`src/rtl/alu_result_collector_if.sv`:
```
// Result-in / stream-out bundle for alu_result_collector.
// slave is the collector; master is the unit-plus-consumer side driving it.
interface alu_result_collector_if #(
    parameter int DATA_WIDTH = 16,
    parameter int FUNC_WIDTH = 2
);
    logic [DATA_WIDTH-1:0] In_Data;
    logic [FUNC_WIDTH-1:0] In_Func;
    logic                  In_Flag;
    logic [DATA_WIDTH-1:0] Out_Data;
    logic [FUNC_WIDTH-1:0] Out_Func;
    logic                  Out_Valid;
    logic                  Out_Ready;

    modport slave (
        input  In_Data, In_Func, In_Flag, Out_Ready,
        output Out_Data, Out_Func, Out_Valid
    );

    modport master (
        output In_Data, In_Func, In_Flag, Out_Ready,
        input  Out_Data, Out_Func, Out_Valid
    );
endinterface

```
`src/rtl/alu_result_collector.sv`:
```
// Captures flagged ALU results with their function tag into a small FIFO and
// presents them first-word-fall-through over a valid/ready handshake.
module alu_result_collector #(
    parameter int DATA_WIDTH = 16,
    parameter int FUNC_WIDTH = 2,
    parameter int DEPTH      = 4
) (
    input  logic                   CLK,
    input  logic                   RST,
    alu_result_collector_if.slave  bus,
    input  logic                   Clear,
    output logic [$clog2(DEPTH):0] Count,
    output logic                   Full,
    output logic                   Empty,
    output logic                   Overflow
);
    localparam int PW = $clog2(DEPTH);
    localparam int CW = PW + 1;
    localparam logic [CW-1:0] FULL_COUNT = CW'(DEPTH);

    logic [FUNC_WIDTH+DATA_WIDTH-1:0] r_mem [DEPTH];
    logic [PW-1:0]         r_wr_ptr;
    logic [PW-1:0]         r_rd_ptr;
    logic [CW-1:0]         r_count;
    logic                  r_overflow;
    logic [DATA_WIDTH-1:0] r_out_data;
    logic [FUNC_WIDTH-1:0] r_out_func;

    logic          w_empty;
    logic          w_full;
    logic          w_pop;
    logic          w_push;
    logic          w_drop;
    logic [PW-1:0] w_rd_next;

    // Status decodes only from registered count, so In_Flag/Out_Ready never reach an output combinationally.
    assign w_empty   = (r_count == '0);
    assign w_full    = (r_count == FULL_COUNT);
    assign w_pop     = !w_empty && bus.Out_Ready;
    assign w_push    = bus.In_Flag && (!w_full || w_pop);
    assign w_drop    = bus.In_Flag && w_full && !w_pop;
    assign w_rd_next = r_rd_ptr + 1'b1;

    // NOTE: the storage array has no reset; validity is tracked by pointers and count alone.
    always_ff @(posedge CLK) begin
        if (w_push && !Clear && !RST) begin
            r_mem[r_wr_ptr] <= {bus.In_Func, bus.In_Data};
        end
    end

    // NOTE: sequential state uses non-blocking assignments so every register samples pre-edge values.
    always_ff @(posedge CLK) begin
        if (RST) begin
            r_wr_ptr   <= '0;
            r_rd_ptr   <= '0;
            r_count    <= '0;
            r_overflow <= 1'b0;
        end else if (Clear) begin
            r_wr_ptr   <= '0;
            r_rd_ptr   <= '0;
            r_count    <= '0;
            r_overflow <= 1'b0;
        end else begin
            if (w_push) begin
                r_wr_ptr <= r_wr_ptr + 1'b1;
            end
            if (w_pop) begin
                r_rd_ptr <= w_rd_next;
            end
            if (w_push && !w_pop) begin
                r_count <= r_count + 1'b1;
            end else if (w_pop && !w_push) begin
                r_count <= r_count - 1'b1;
            end
            if (w_drop) begin
                r_overflow <= 1'b1;
            end
        end
    end

    // Head register: next stored entry when one remains, else the incoming word.
    always_ff @(posedge CLK) begin
        if (RST) begin
            r_out_data <= '0;
            r_out_func <= '0;
        end else if (!Clear) begin
            if (w_pop && r_count > CW'(1)) begin
                {r_out_func, r_out_data} <= r_mem[w_rd_next];
            end else if (w_push && (w_pop || w_empty)) begin
                r_out_data <= bus.In_Data;
                r_out_func <= bus.In_Func;
            end
        end
    end

    assign bus.Out_Data  = r_out_data;
    assign bus.Out_Func  = r_out_func;
    assign bus.Out_Valid = !w_empty;
    assign Count         = r_count;
    assign Full          = w_full;
    assign Empty         = w_empty;
    assign Overflow      = r_overflow;
endmodule
```
`src/flat_wrapper.sv`:
```
// flat-port wrapper written by rule: the top's interface ports become plain ports
module alu_result_collector_flat 
#(
    parameter int DATA_WIDTH = 16,
    parameter int FUNC_WIDTH = 2,
    parameter int DEPTH      = 4
)
  (CLK, RST, Clear, Count, Full, Empty, Overflow, bus_In_Data, bus_In_Func, bus_In_Flag, bus_Out_Ready, bus_Out_Data, bus_Out_Func, bus_Out_Valid);
  alu_result_collector_if #(.DATA_WIDTH(DATA_WIDTH), .FUNC_WIDTH(FUNC_WIDTH)) bus_i ();
  input  logic CLK;
  input  logic RST;
  input  logic Clear;
  output logic [$clog2(DEPTH):0] Count;
  output logic Full;
  output logic Empty;
  output logic Overflow;
  input wire logic [$bits(bus_i.In_Data)-1:0] bus_In_Data;
  input wire logic [$bits(bus_i.In_Func)-1:0] bus_In_Func;
  input wire logic [$bits(bus_i.In_Flag)-1:0] bus_In_Flag;
  input wire logic [$bits(bus_i.Out_Ready)-1:0] bus_Out_Ready;
  output wire logic [$bits(bus_i.Out_Data)-1:0] bus_Out_Data;
  output wire logic [$bits(bus_i.Out_Func)-1:0] bus_Out_Func;
  output wire logic [$bits(bus_i.Out_Valid)-1:0] bus_Out_Valid;
  assign bus_i.In_Data = bus_In_Data;
  assign bus_i.In_Func = bus_In_Func;
  assign bus_i.In_Flag = bus_In_Flag;
  assign bus_i.Out_Ready = bus_Out_Ready;
  assign bus_Out_Data = bus_i.Out_Data;
  assign bus_Out_Func = bus_i.Out_Func;
  assign bus_Out_Valid = bus_i.Out_Valid;
  alu_result_collector #(.DATA_WIDTH(DATA_WIDTH), .FUNC_WIDTH(FUNC_WIDTH), .DEPTH(DEPTH)) u_core (.CLK(CLK), .RST(RST), .bus(bus_i), .Clear(Clear), .Count(Count), .Full(Full), .Empty(Empty), .Overflow(Overflow));
endmodule
```
`config.mk`:
```
export PLATFORM = sky130hd
export DESIGN_NAME = alu_result_collector_flat
export DESIGN_NICKNAME = d
export VERILOG_FILES = /design/src/rtl/alu_result_collector_if.sv /design/src/rtl/alu_result_collector.sv /design/src/flat_wrapper.sv
export SDC_FILE = /design/constraint.sdc
export NUM_CORES = 1
export LEC_CHECK = 0
export ABC_CLOCK_PERIOD_IN_PS = 4059
export CORE_MARGIN = 2
export CORE_UTILIZATION = 59
export DETAILED_ROUTE_END_ITERATION = 6
export GPL_TIMING_DRIVEN = 0
export PLACE_DENSITY = 0.94
export SKIP_LAST_GASP = 1
export SYNTH_ARGS = -nofsm -noshare
export SYNTH_HDL_FRONTEND = slang
export SYNTH_SLANG_ARGS = --single-unit
```
`constraint.sdc`:
```
create_clock -name CLK -period 4.06 [get_ports CLK]
set_input_delay 0.406 -clock CLK [delete_from_list [all_inputs] [get_ports CLK]]
set_output_delay 0.406 -clock CLK [all_outputs]
set_load 0.05 [all_outputs]
```
==> results.json <==
{
  "synth_most_common_cell": "edfxtp_1",
  "avgSynthCellArea_um2": 15.2,
  "dieArea_um2": 7430,
  "muxShareOfSynthArea_pct": 10.7,
  "yosys_warnings": 0,
  "hold_depth": 3,
  "ir_worst_vdd_mv": 0.344,
  "areaGrowthSynthToFinish_pct": 18.9,
  "combPwrFrac_pct": 11.4,
  "r2r-start": "u_core.Count[0]",
  "layout-drive-gt1-share_pct": 15.4,
  "postRouteAntennaNets": 0,
  "intPower_w": 0.00147,
  "dpl.hpwl_um": 5270,
  "synth_top_area_share_pct": 54.3,
  "ys.flop_type": "edfxtp_1",
  "fin_skew_ns": 0.0101,
  "r2r_cells": 6,
  "crit_path_end_kind": "primary output",
  "crit_family": "buffers and inverters",
  "cp_common_cell": "inv_1",
  "synth_fa_ha_area_share_pct": 2.51,
  "place.gp.congestion": 0.714,
  "final_util_pct": 73.4,
  "yosys.area.top_type": "edfxtp_1",
  "die_w_um": 86.2,
  "crit_arrival_ns": 2.47,
  "ctsLongestPathBuffers": 2,
  "path_cells": "inv_1, ha_1, or2b_1, inv_1, clkdlybuf4s50_1",
  "coreArea_um2": 6460,
  "hold_path.class": "input pin to flop",
  "ys_top_cells_by_count": "72 x edfxtp_1, 40 x nand2_1, 27 x nor2_1, 26 x dfxtp_1, 18 x mux4_2",
  "syn-cell-area_um2": 3990,
  "antenna_found_initial": 0,
  "synth_compound_gate_area_share_pct": 7.00,
  "synth_area_leaders": "edfxtp_1 54%, dfxtp_1 13%, mux4_2 10%, nand2_1 3.8%, a311oi_1 3.5%",
  "setup_ws_ns": 1.19,
  "synthCells": 263,
  "viasPerCell": 6.17,
  "fin_crit_sh_pct": 70.7,
  "ios": 48,
  "cts_setup_buffers": 0,
  "critPathBufInv": 3,
  "synth_edf_count": 72,
  "hold_viol": 0,
  "maxSlewHeadroom_pct": 33.9,
  "worst_slew_pin_slew_ns": 0.991,
  "drcViolationCount": 0,
  "synth_top_family_by_area": "multiplexers",
  "slew_violations": 0,
  "critPathLaunchType": "flop",
  "grt_pass1_wl_um": 12700,
  "cts_made_buffers": 9,
  "cts_tree": "done",
  "rows": 29,
  "diodes": 0,
  "cellLeakagePower_nw": 1.56,
  "cts_root_buf": "clkbuf_8",
  "dr.pass1.iters": 5,
  "p_sw_share_pct": 25.6,
  "powerDensity_nw_per_um2": 418,
  "grt_start_max_net_pins": 19,
  "start_util_pct": 61.7,
  "setup_viol": 0,
  "status": "finished, final reports clean",
  "nFillCells": 395,
  "clk_pin_slew_ns": 0.10,
  "clock_power_share_pct": 32.6,
  "post-route-min-period_ns": 2.87,
  "pre_cts_ws_ns": 1.10,
  "vias": 2473,
  "synthXorXnorAreaFrac_pct": 0.879,
  "overflow": 0,
  "hold_end": "u_core.Count[2]",
  "reg2reg_to": "u_core.r_mem[1][5]",
  "totalWireLength_um": 8170,
  "path_class": "flop to primary output",
  "critPathRequiredTime_ns": 3.65,
  "ys_async_sr_fraction_pct": 0,
  "clock-sinks": 98,
  "slowest_stage": "clkdlybuf4s50_1",
  "rsz0062_at_grt": "no",
  "worst-path-max-fanout": 8,
  "p_switching_w": 0.000507,
  "cts_resized": 0,
  "synth_seq_area_share_pct": 67.3,
  "power_frac_seq_pct": 56.0,
  "postSynthRegisterBits": 98,
  "hp-start": "bus_Out_Ready",
  "htree_num_levels": 3,
  "setup-tns-final_ns": 0,
  "maxCapViolCount": 0,
  "die_h_um": 86.2,
  "nNetsFinal": 350,
  "port_buffers": 45,
  "synth.distinct_cells": 33,
  "synth_simple_gate_area_share_pct": 8.32,
  "grt_pass1_vias": 2536,
  "slowest_delay_ns": 0.80,
  "power_w": 0.00198,
  "wire_per_inst_um": 20.4,
  "grt.total_usage_pct": 23.5,
  "multi_input_area_um2": 1170,
  "r2r_slack_ns": 1.42,
  "clkLatencyLatePin_ns": 0.37,
  "synth.net_count": 294,
  "drtIter0Drc": 185,
  "fmax_ghz": 0.348,
  "hold_buffers": 0,
  "regArea_um2": 2680
}
==> tightest hold or removal path, cell delays in order <==
cell and delay (ns):
buf_2 0.16, o221ai_1 0.16, a31oi_1 0.09
==> placed cells by master (no fill, tap or decap), types with 7 or more instances in the layout <==
| cell type | instances |
|---|---|
| nor2_1 | 27 |
| mux4_2 | 18 |
| ha_1 | 8 |
| dfxtp_1 | 26 |
| edfxtp_1 | 72 |
| a311oi_1 | 16 |
| clkbuf_8 | 9 |
| clkdlybuf4s50_1 | 45 |
| inv_1 | 7 |
| nand2_1 | 40 |
==> per-stage QoR <==
| stage | instances | hold WS (ns) | instance area [µm²] |
|---|---|---|---|
| final | 401 | 0.485 | 4740 |
| after floorplan | 263 | 0.505 | 3990 |
| after detailed placement | 385 | 0.471 | 4530 |
| after global placement | 385 | 0.460 | 4530 |
| after global routing | 401 | 0.501 | 4740 |
| after CTS | 401 | 0.481 | 4740 |
==> power groups by stage <==
stage	Sequential [W]	Clock (W)	Combinational [W]
final	0.00111	0.000646	0.000225
after global placement	0.00113	0	0.000215
after floorplan	0.00118	0	0.0000861
after CTS	0.00111	0.000650	0.000225
after detailed placement	0.00113	0	0.000223
after global routing	0.00111	0.000688	0.000240
==> cell families after synthesis <==
logic type,after synthesis
AND/OR/NAND/NOR,79
multiplexers,20
flip-flops,98
XOR/XNOR,4
adder cells (fa/ha/maj),8
AO/OA/AOI/OAI,31
buffers and inverters,23
==> layer usage <==
metal / vias up / track usage [%] / share of wire (%)
li1: 1104 / - / -
met1: 1255 / 27.6 / 37
met2: 97 / 41.2 / 55
met3: 17 / 6.48 / 5.7
met4: 0 / 9.52 / 2.2
met5: - / 0 / 0
==> worst max-delay path by stage <==
stage | from | to | slack (ns) | depth (start not counted)
after floorplan | u_core.Count[0] | u_core.Count[0] | 1.26 | 8
after global placement | bus_In_Flag | u_core.r_mem[2][3] | 1.21 | 5
after detailed placement | bus_In_Flag | u_core.r_mem[1][5] | 1.10 | 5
after CTS | u_core.Count[1] | Empty | 1.18 | 5
after global routing | u_core.Count[0] | Empty | 1.09 | 5
final | u_core.Count[1] | Empty | 1.19 | 5
==> area by class of cell <==
class,count,share of cell area (%)
Sequential cell,98,56.6
Multi-Input combinational cell,142,24.7
Timing Repair Buffer,45,9.50
Clock buffer,9,2.61
Buffer,16,2.22
Tap cell,77,2.03
Clock inverter,7,1.77
Inverter,7,0.554
==> registers in the layout, indices dropped and copies added (netlist names) <==
register             cells
u_core.bus.Out_Func      2
u_core.Overflow          1
u_core.bus.Out_Data     16
u_core.r_wr_ptr          2
u_core.r_mem            72
u_core.r_rd_ptr          2
u_core.Count             3
No activity file was read; power rests on OpenSTA's default activity.
